**src/rtl/mac_dot_ctrl.sv**
```systemverilog
// rtl/mac_dot_ctrl.sv - dot-product sequencer wrapped around an external pipelined MAC
//
// Feeds operand pairs into an external multiply-accumulate block and sums
// the returned products into a 48-bit result. The MAC latency is fixed by
// MAC_LAT. A tag shift register follows each accepted pair through the MAC
// pipeline, so the matching product is summed exactly when it arrives.
//
// Ports:
//   CLK, RST_N             clock (rising edge); asynchronous active-low reset
//   START, CFG_LEN         begin one dot product of CFG_LEN products (0 = 256)
//   IN_VALID/IN_READY      operand handshake; IN_A (25b signed), IN_B (18b signed)
//   MAC_A/B/C/D            operands to the MAC; C and D are tied to zero
//   MAC_SCLR               synchronous clear to the MAC, high while idle
//   MAC_P                  MAC result, MAC_LAT cycles after its operands
//   OUT_VALID/OUT_READY    result handshake; OUT_SUM (48b signed)
//   BUSY                   high whenever a run is in progress

module mac_dot_ctrl #(
    parameter int MAC_LAT = 4
) (
    input  logic        CLK,
    input  logic        RST_N,
    input  logic        START,
    input  logic [7:0]  CFG_LEN,
    input  logic        IN_VALID,
    output logic        IN_READY,
    input  logic [24:0] IN_A,
    input  logic [17:0] IN_B,
    output logic [24:0] MAC_A,
    output logic [17:0] MAC_B,
    output logic [47:0] MAC_C,
    output logic [24:0] MAC_D,
    output logic        MAC_SCLR,
    input  logic [47:0] MAC_P,
    output logic        OUT_VALID,
    input  logic        OUT_READY,
    output logic [47:0] OUT_SUM,
    output logic        BUSY
);

    typedef enum logic [1:0] {
        S_IDLE  = 2'd0,
        S_FEED  = 2'd1,
        S_DRAIN = 2'd2,
        S_OUT   = 2'd3
    } state_t;

    state_t             state_q;
    state_t             state_d;
    logic [8:0]         len_q;
    logic [8:0]         issue_q;
    logic [8:0]         retire_q;
    logic [47:0]        acc_q;
    logic [47:0]        sum_q;
    logic [MAC_LAT-1:0] tag_q;
    logic [MAC_LAT-1:0] tag_d;

    logic [8:0]         len_cfg;
    logic               accept;
    logic               last_accept;
    logic               collecting;
    logic               retire;
    logic               last_retire;

    always_comb begin
        // A length of zero encodes the full 256-product run.
        len_cfg     = (CFG_LEN == 8'd0) ? 9'd256 : {1'b0, CFG_LEN};
        accept      = (state_q == S_FEED) && IN_VALID;
        last_accept = accept && ((issue_q + 9'd1) == len_q);
        collecting  = (state_q == S_FEED) || (state_q == S_DRAIN);
        // The top tag bit marks the cycle in which MAC_P carries a product
        // belonging to this run.
        retire      = collecting && tag_q[MAC_LAT-1];
        last_retire = retire && ((retire_q + 9'd1) == len_q);
        tag_d       = tag_q << 1;
        tag_d[0]    = accept;
    end

    always_comb begin
        state_d = state_q;
        case (state_q)
            S_IDLE: begin
                if (START) begin
                    state_d = S_FEED;
                end
            end
            S_FEED: begin
                if (last_retire) begin
                    state_d = S_OUT;
                end else if (last_accept) begin
                    state_d = S_DRAIN;
                end
            end
            S_DRAIN: begin
                if (last_retire) begin
                    state_d = S_OUT;
                end
            end
            S_OUT: begin
                if (OUT_READY) begin
                    state_d = S_IDLE;
                end
            end
            default: state_d = S_IDLE;
        endcase
    end

    always_ff @(posedge CLK or negedge RST_N) begin
        if (!RST_N) begin
            state_q <= S_IDLE;
        end else begin
            state_q <= state_d;
        end
    end

    always_ff @(posedge CLK or negedge RST_N) begin
        if (!RST_N) begin
            len_q    <= '0;
            issue_q  <= '0;
            retire_q <= '0;
            acc_q    <= '0;
            sum_q    <= '0;
            tag_q    <= '0;
        end else begin
            tag_q <= tag_d;
            if ((state_q == S_IDLE) && START) begin
                len_q    <= len_cfg;
                issue_q  <= '0;
                retire_q <= '0;
                acc_q    <= '0;
            end else begin
                if (accept) begin
                    issue_q <= issue_q + 9'd1;
                end
                if (retire) begin
                    acc_q    <= acc_q + MAC_P;
                    retire_q <= retire_q + 9'd1;
                end
                // The result register takes the sum including the product
                // arriving in the final retire cycle.
                if (last_retire) begin
                    sum_q <= acc_q + MAC_P;
                end
            end
        end
    end

    assign IN_READY  = (state_q == S_FEED);
    assign BUSY      = (state_q != S_IDLE);
    assign MAC_SCLR  = (state_q == S_IDLE);
    assign OUT_VALID = (state_q == S_OUT);
    assign OUT_SUM   = sum_q;
    assign MAC_A     = accept ? IN_A : '0;
    assign MAC_B     = accept ? IN_B : '0;
    assign MAC_C     = '0;
    assign MAC_D     = '0;

endmodule

```
**config.mk**
```make
export PLATFORM = sky130hd
export DESIGN_NAME = mac_dot_ctrl
export DESIGN_NICKNAME = d
export VERILOG_FILES = /design/src/rtl/mac_dot_ctrl.sv
export SDC_FILE = /design/constraint.sdc
export NUM_CORES = 1
export LEC_CHECK = 0
export BUFFER_PORTS_ARGS = -buffer_cell sky130_fd_sc_hd__buf_2
export CAP_MARGIN = 5
export CORE_UTILIZATION = 30
export DETAILED_ROUTE_END_ITERATION = 8
export PLACE_DENSITY_LB_ADDON = 0.1
export SLEW_MARGIN = 30
export SYNTH_ARGS = -nofsm -noshare
export SYNTH_HDL_FRONTEND = slang
export SYNTH_SLANG_ARGS = --single-unit
```
**constraint.sdc**
```tcl
create_clock -name CLK -period 2.79 [get_ports CLK]
set_input_delay 0.837 -clock CLK [delete_from_list [all_inputs] [get_ports CLK]]
set_output_delay 0.837 -clock CLK [all_outputs]
set_load 0.02 [all_outputs]
```
==> results.rst <==
.. list-table::
   :header-rows: 1

   * - Metric
     - Value
   * - Clock tree skew after final layout
     - 17.7 ps
   * - Clock buffer count from CTS
     - 17
   * - Leakage power figure
     - 6.82 nW
   * - Wire length after detailed routing
     - 29700 µm
   * - Share of final-layout standard cells stronger than drive strength 1
     - 38.3%
   * - Part of the total power dissipated in combinational logic
     - 54.9%
   * - Clock insertion delay at the later pin of the skew report
     - 440 ps
   * - Minimum clock period
     - 2970 ps
   * - Total placed instance area
     - 11900 µm²
   * - Critical path type
     - primary input to flop
   * - Total grt overflow
     - 0
   * - Die span in y
     - 179 µm
   * - Number of buffers added on ports
     - 198
   * - Highest fanout seen on the critical path
     - 3
   * - Maximum clock frequency
     - 337 MHz
   * - Layout filler cell count
     - 3125
   * - Sequential cell area
     - 3230 µm²
   * - Placement Rows
     - 64
   * - DRC viols
     - 24
   * - Synth Cell Area
     - 9450 µm²
   * - Sequential share of power
     - 24.2%
   * - Clock slew at the register clock pins of the worst setup and hold paths
     - 60 ps
   * - First-pass GRT wire length
     - 47800 µm
   * - Root buffer selected by CTS
     - sky130_fd_sc_hd__clkbuf_16
   * - Cells after Synth
     - 1121
   * - Sequential cell area fraction in the yosys report
     - 34.2%
   * - Count of boundary I/O pins
     - 272
   * - Slew HR
     - 33.8%
   * - Die outline area
     - 32200 µm²
   * - Number of H-tree levels
     - 4
   * - Area inside the core boundary
     - 30700 µm²
   * - Post-route ant nets
     - 0
   * - Total Nets Final
     - 1620
   * - Cell variety after synth
     - 66
   * - Post-synthesis area per instance
     - 8.43 µm²
   * - FFs w/ async S/R, synth
     - 100%
   * - Starting utilization of the core area
     - 30.7%
   * - Max Buffers Root-to-Sink
     - 2
   * - Pins Over Slew Limit
     - 0
   * - TritonCTS Sinks
     - 129
   * - Arrival time worst endpoint
     - 3330 ps
   * - Reported net switching power
     - 0.00486 W
   * - Final cycle utilization of the critical path
     - 106%
   * - Least setup slack across all paths after layout
     - -178 ps
   * - Clock tree from TritonCTS
     - yes
   * - Hold crit path type
     - primary input to asynchronous set/reset pin
   * - Largest net degree at the start of global routing
     - 60
   * - Int Pwr
     - 0.00666 W
   * - YS warnings
     - 0
   * - Antenna diode count
     - 0
   * - Area occupied by multi-input gates
     - 6340 µm²
   * - Transition time of the tightest slew-check pin
     - 985 ps
   * - Peak VDD IR
     - 0.000425 V
   * - Unrepaired setup endpoints after global routing
     - yes
   * - Antenna violations before repair
     - 0
   * - Wirelength per Cell
     - 15.9 µm
   * - Vias in the first global route
     - 8909
   * - Die width
     - 179 µm
   * - Half-perimeter wire length of the detailed placement result
     - 22400 µm
   * - Synthesized flop and latch total
     - 129
   * - DRC violation total after the first TritonRoute iteration
     - 402
   * - Prevailing post-synth register cell
     - sky130_fd_sc_hd__dfrtp_1
   * - Cell taking the most area after synthesis
     - sky130_fd_sc_hd__dfrtp_1
   * - Switching share of power
     - 42.2%
   * - Setup_tns
     - -1490 ps
   * - Top-area cell type share of the netlist area
     - 34.2%
   * - Number of failing setup endpoints in the final timing report
     - 15
   * - Share of total power in the clock network
     - 20.9%
   * - Vias per std cell
     - 4.77
   * - Via count
     - 8927
   * - Power density over the cells
     - 866 nW/µm²
   * - Final RePlAce weighted congestion
     - 0.867
   * - First drt pass iteration count
     - 9
   * - Number of hold violations in the final report
     - 0
   * - Most frequent cells in the layout
     - sky130_fd_sc_hd__buf_2, sky130_fd_sc_hd__buf_4, sky130_fd_sc_hd__nand2_1, sky130_fd_sc_hd__dfrtp_1, sky130_fd_sc_hd__a21oi_1
   * - Overall power
     - 0.0115 W
   * - Type of element launching the critical path
     - primary input
   * - Setup crit end kind
     - flop
   * - Required time of the critical path
     - 3150 ps
   * - Overall routing resource usage
     - 18.5%
   * - EDFF count, synth
     - 0
   * - Status
     - finished with violations
   * - Layout overhead on the synthesized area
     - 40.8%
   * - Top cells by area, synth
     - sky130_fd_sc_hd__dfrtp_1, sky130_fd_sc_hd__ha_1, sky130_fd_sc_hd__nand2_1
   * - Final non-filler cell area
     - 13300 µm²
   * - Failing checks
     - design-rule violations, negative setup slack
   * - Leading cell type in the layout, fill and taps excluded
     - sky130_fd_sc_hd__buf_2
   * - # Max-Cap Violations
     - 0
cell families after synthesis:
| group | Yosys count | synth area share (%) |
|---|---|---|
| compound gates | 278 | 18.0 |
| xor+xnor | 78 | 7.38 |
| fa+ha+maj | 54 | 7.23 |
| buf+inv | 159 | 9.47 |
| flops | 129 | 34.2 |
| mux | 33 | 3.88 |
| other cells | 1 | 0.0397 |
| simple gates | 389 | 19.8 |
path summary, 6_finish.rpt:
path | slack, ps | start | end | cells after the start
max | -180 | MAC_P[18] | OUT_SUM[41] | 11
min | 300 | RST_N | OUT_SUM[16] | 1
max reg2reg | -120 | acc_q[18] | OUT_SUM[41] | 10
min reg2reg | 350 | tag_q[1] | tag_q[2] | 0
max in group asynchronous | 1820 | RST_N | len_q[7] | 2
min in group CLK | 350 | tag_q[1] | tag_q[2] | 0
Yosys cell counts (all sizes together), types with 2 or more instances:
cell type / n
ha: 53
a21o: 29
xor2: 33
dfrtp: 129
buf: 87
a31o: 2
xnor2: 44
o21bai: 12
o21ai: 68
o32a: 3
a211oi: 12
o21a: 5
o211ai: 5
a21oi: 103
nor2: 59
and2: 11
nor3: 20
nand4: 24
inv: 19
mux2i: 4
clkbuf: 52
nor4: 4
nor3b: 2
and4: 5
nand2: 162
a31oi: 8
o31ai: 4
nand3: 24
or2: 2
nand2b: 3
nor2b: 4
a22oi: 2
and3: 55
a21boi: 3
or3: 10
o311ai: 7
o22ai: 2
a22o: 2
mux2: 29
area by class of cell:
class                   instances  area share, %
clock buffers                  20           3.51
clock inverters                11           1.15
inverters                      20          0.564
multi-input cells             905           47.6
flip-flops and latches        129           24.3
well taps                     396           3.72
repair buffers                389           19.2
power groups by stage:
stage               Clock [W]  Combinational, W  Sequential [W]
floorplan                   0           0.00346         0.00291
global placement            0           0.00580         0.00280
detailed placement          0           0.00580         0.00280
CTS                   0.00247           0.00598         0.00278
global route          0.00255           0.00693         0.00286
finish                0.00241           0.00632         0.00278
routing by layer:
layer | share of wire, % | GRT usage, % | vias up | routed length [µm]
li1 | - | - | 4479 | -
met1 | 49 | 25.1 | 4234 | 14500
met2 | 47 | 30.5 | 189 | 13900
met3 | 3.0 | 2.84 | 25 | 888
met4 | 1.3 | 4.86 | 0 | 393
met5 | 0 | 0 | - | 0
per-stage QoR:
stage               util, %  hold WS, ps  setup WS [ps]  cells
floorplan                 -          331           -355   1193
global placement       38.8          333           -616   1827
detailed placement     38.8          340           -692   1827
CTS                    41.7          302           -145   1863
global route           43.3          313           -259   1870
finish                 43.3          297           -178   1870
worst max-delay path: stages:
cell and delay (ps):
sky130_fd_sc_hd__buf_6 100, sky130_fd_sc_hd__ha_4 270, sky130_fd_sc_hd__nand4_4 120, sky130_fd_sc_hd__or4b_4 540, sky130_fd_sc_hd__o21bai_4 190, sky130_fd_sc_hd__a211o_1 310
sky130_fd_sc_hd__a311oi_2 250, sky130_fd_sc_hd__buf_4 200, sky130_fd_sc_hd__o21ai_4 70, sky130_fd_sc_hd__or3_1 370, sky130_fd_sc_hd__nand3_1 70
sequential cells by signal, summed over array words and instances (netlist names):
name	cells
state_q	2
len_q	9
retire_q	9
issue_q	9
OUT_SUM	48
acc_q	48
tag_q	4
repair_timing:
| item | 4_1_cts | 5_1_grt |
|---|---|---|
| setup endpoints to repair | 37 | 90 |
| hold buffers | 0 | 0 |
| resized for setup | 45 | 83 |
| gates cloned | 0 | 0 |
| pin swaps | 24 | 45 |
| endpoints found under the hold margin | 0 | 0 |
| buffers inserted | 5 | 8 |
No activity file was read; power rests on OpenSTA's default activity.
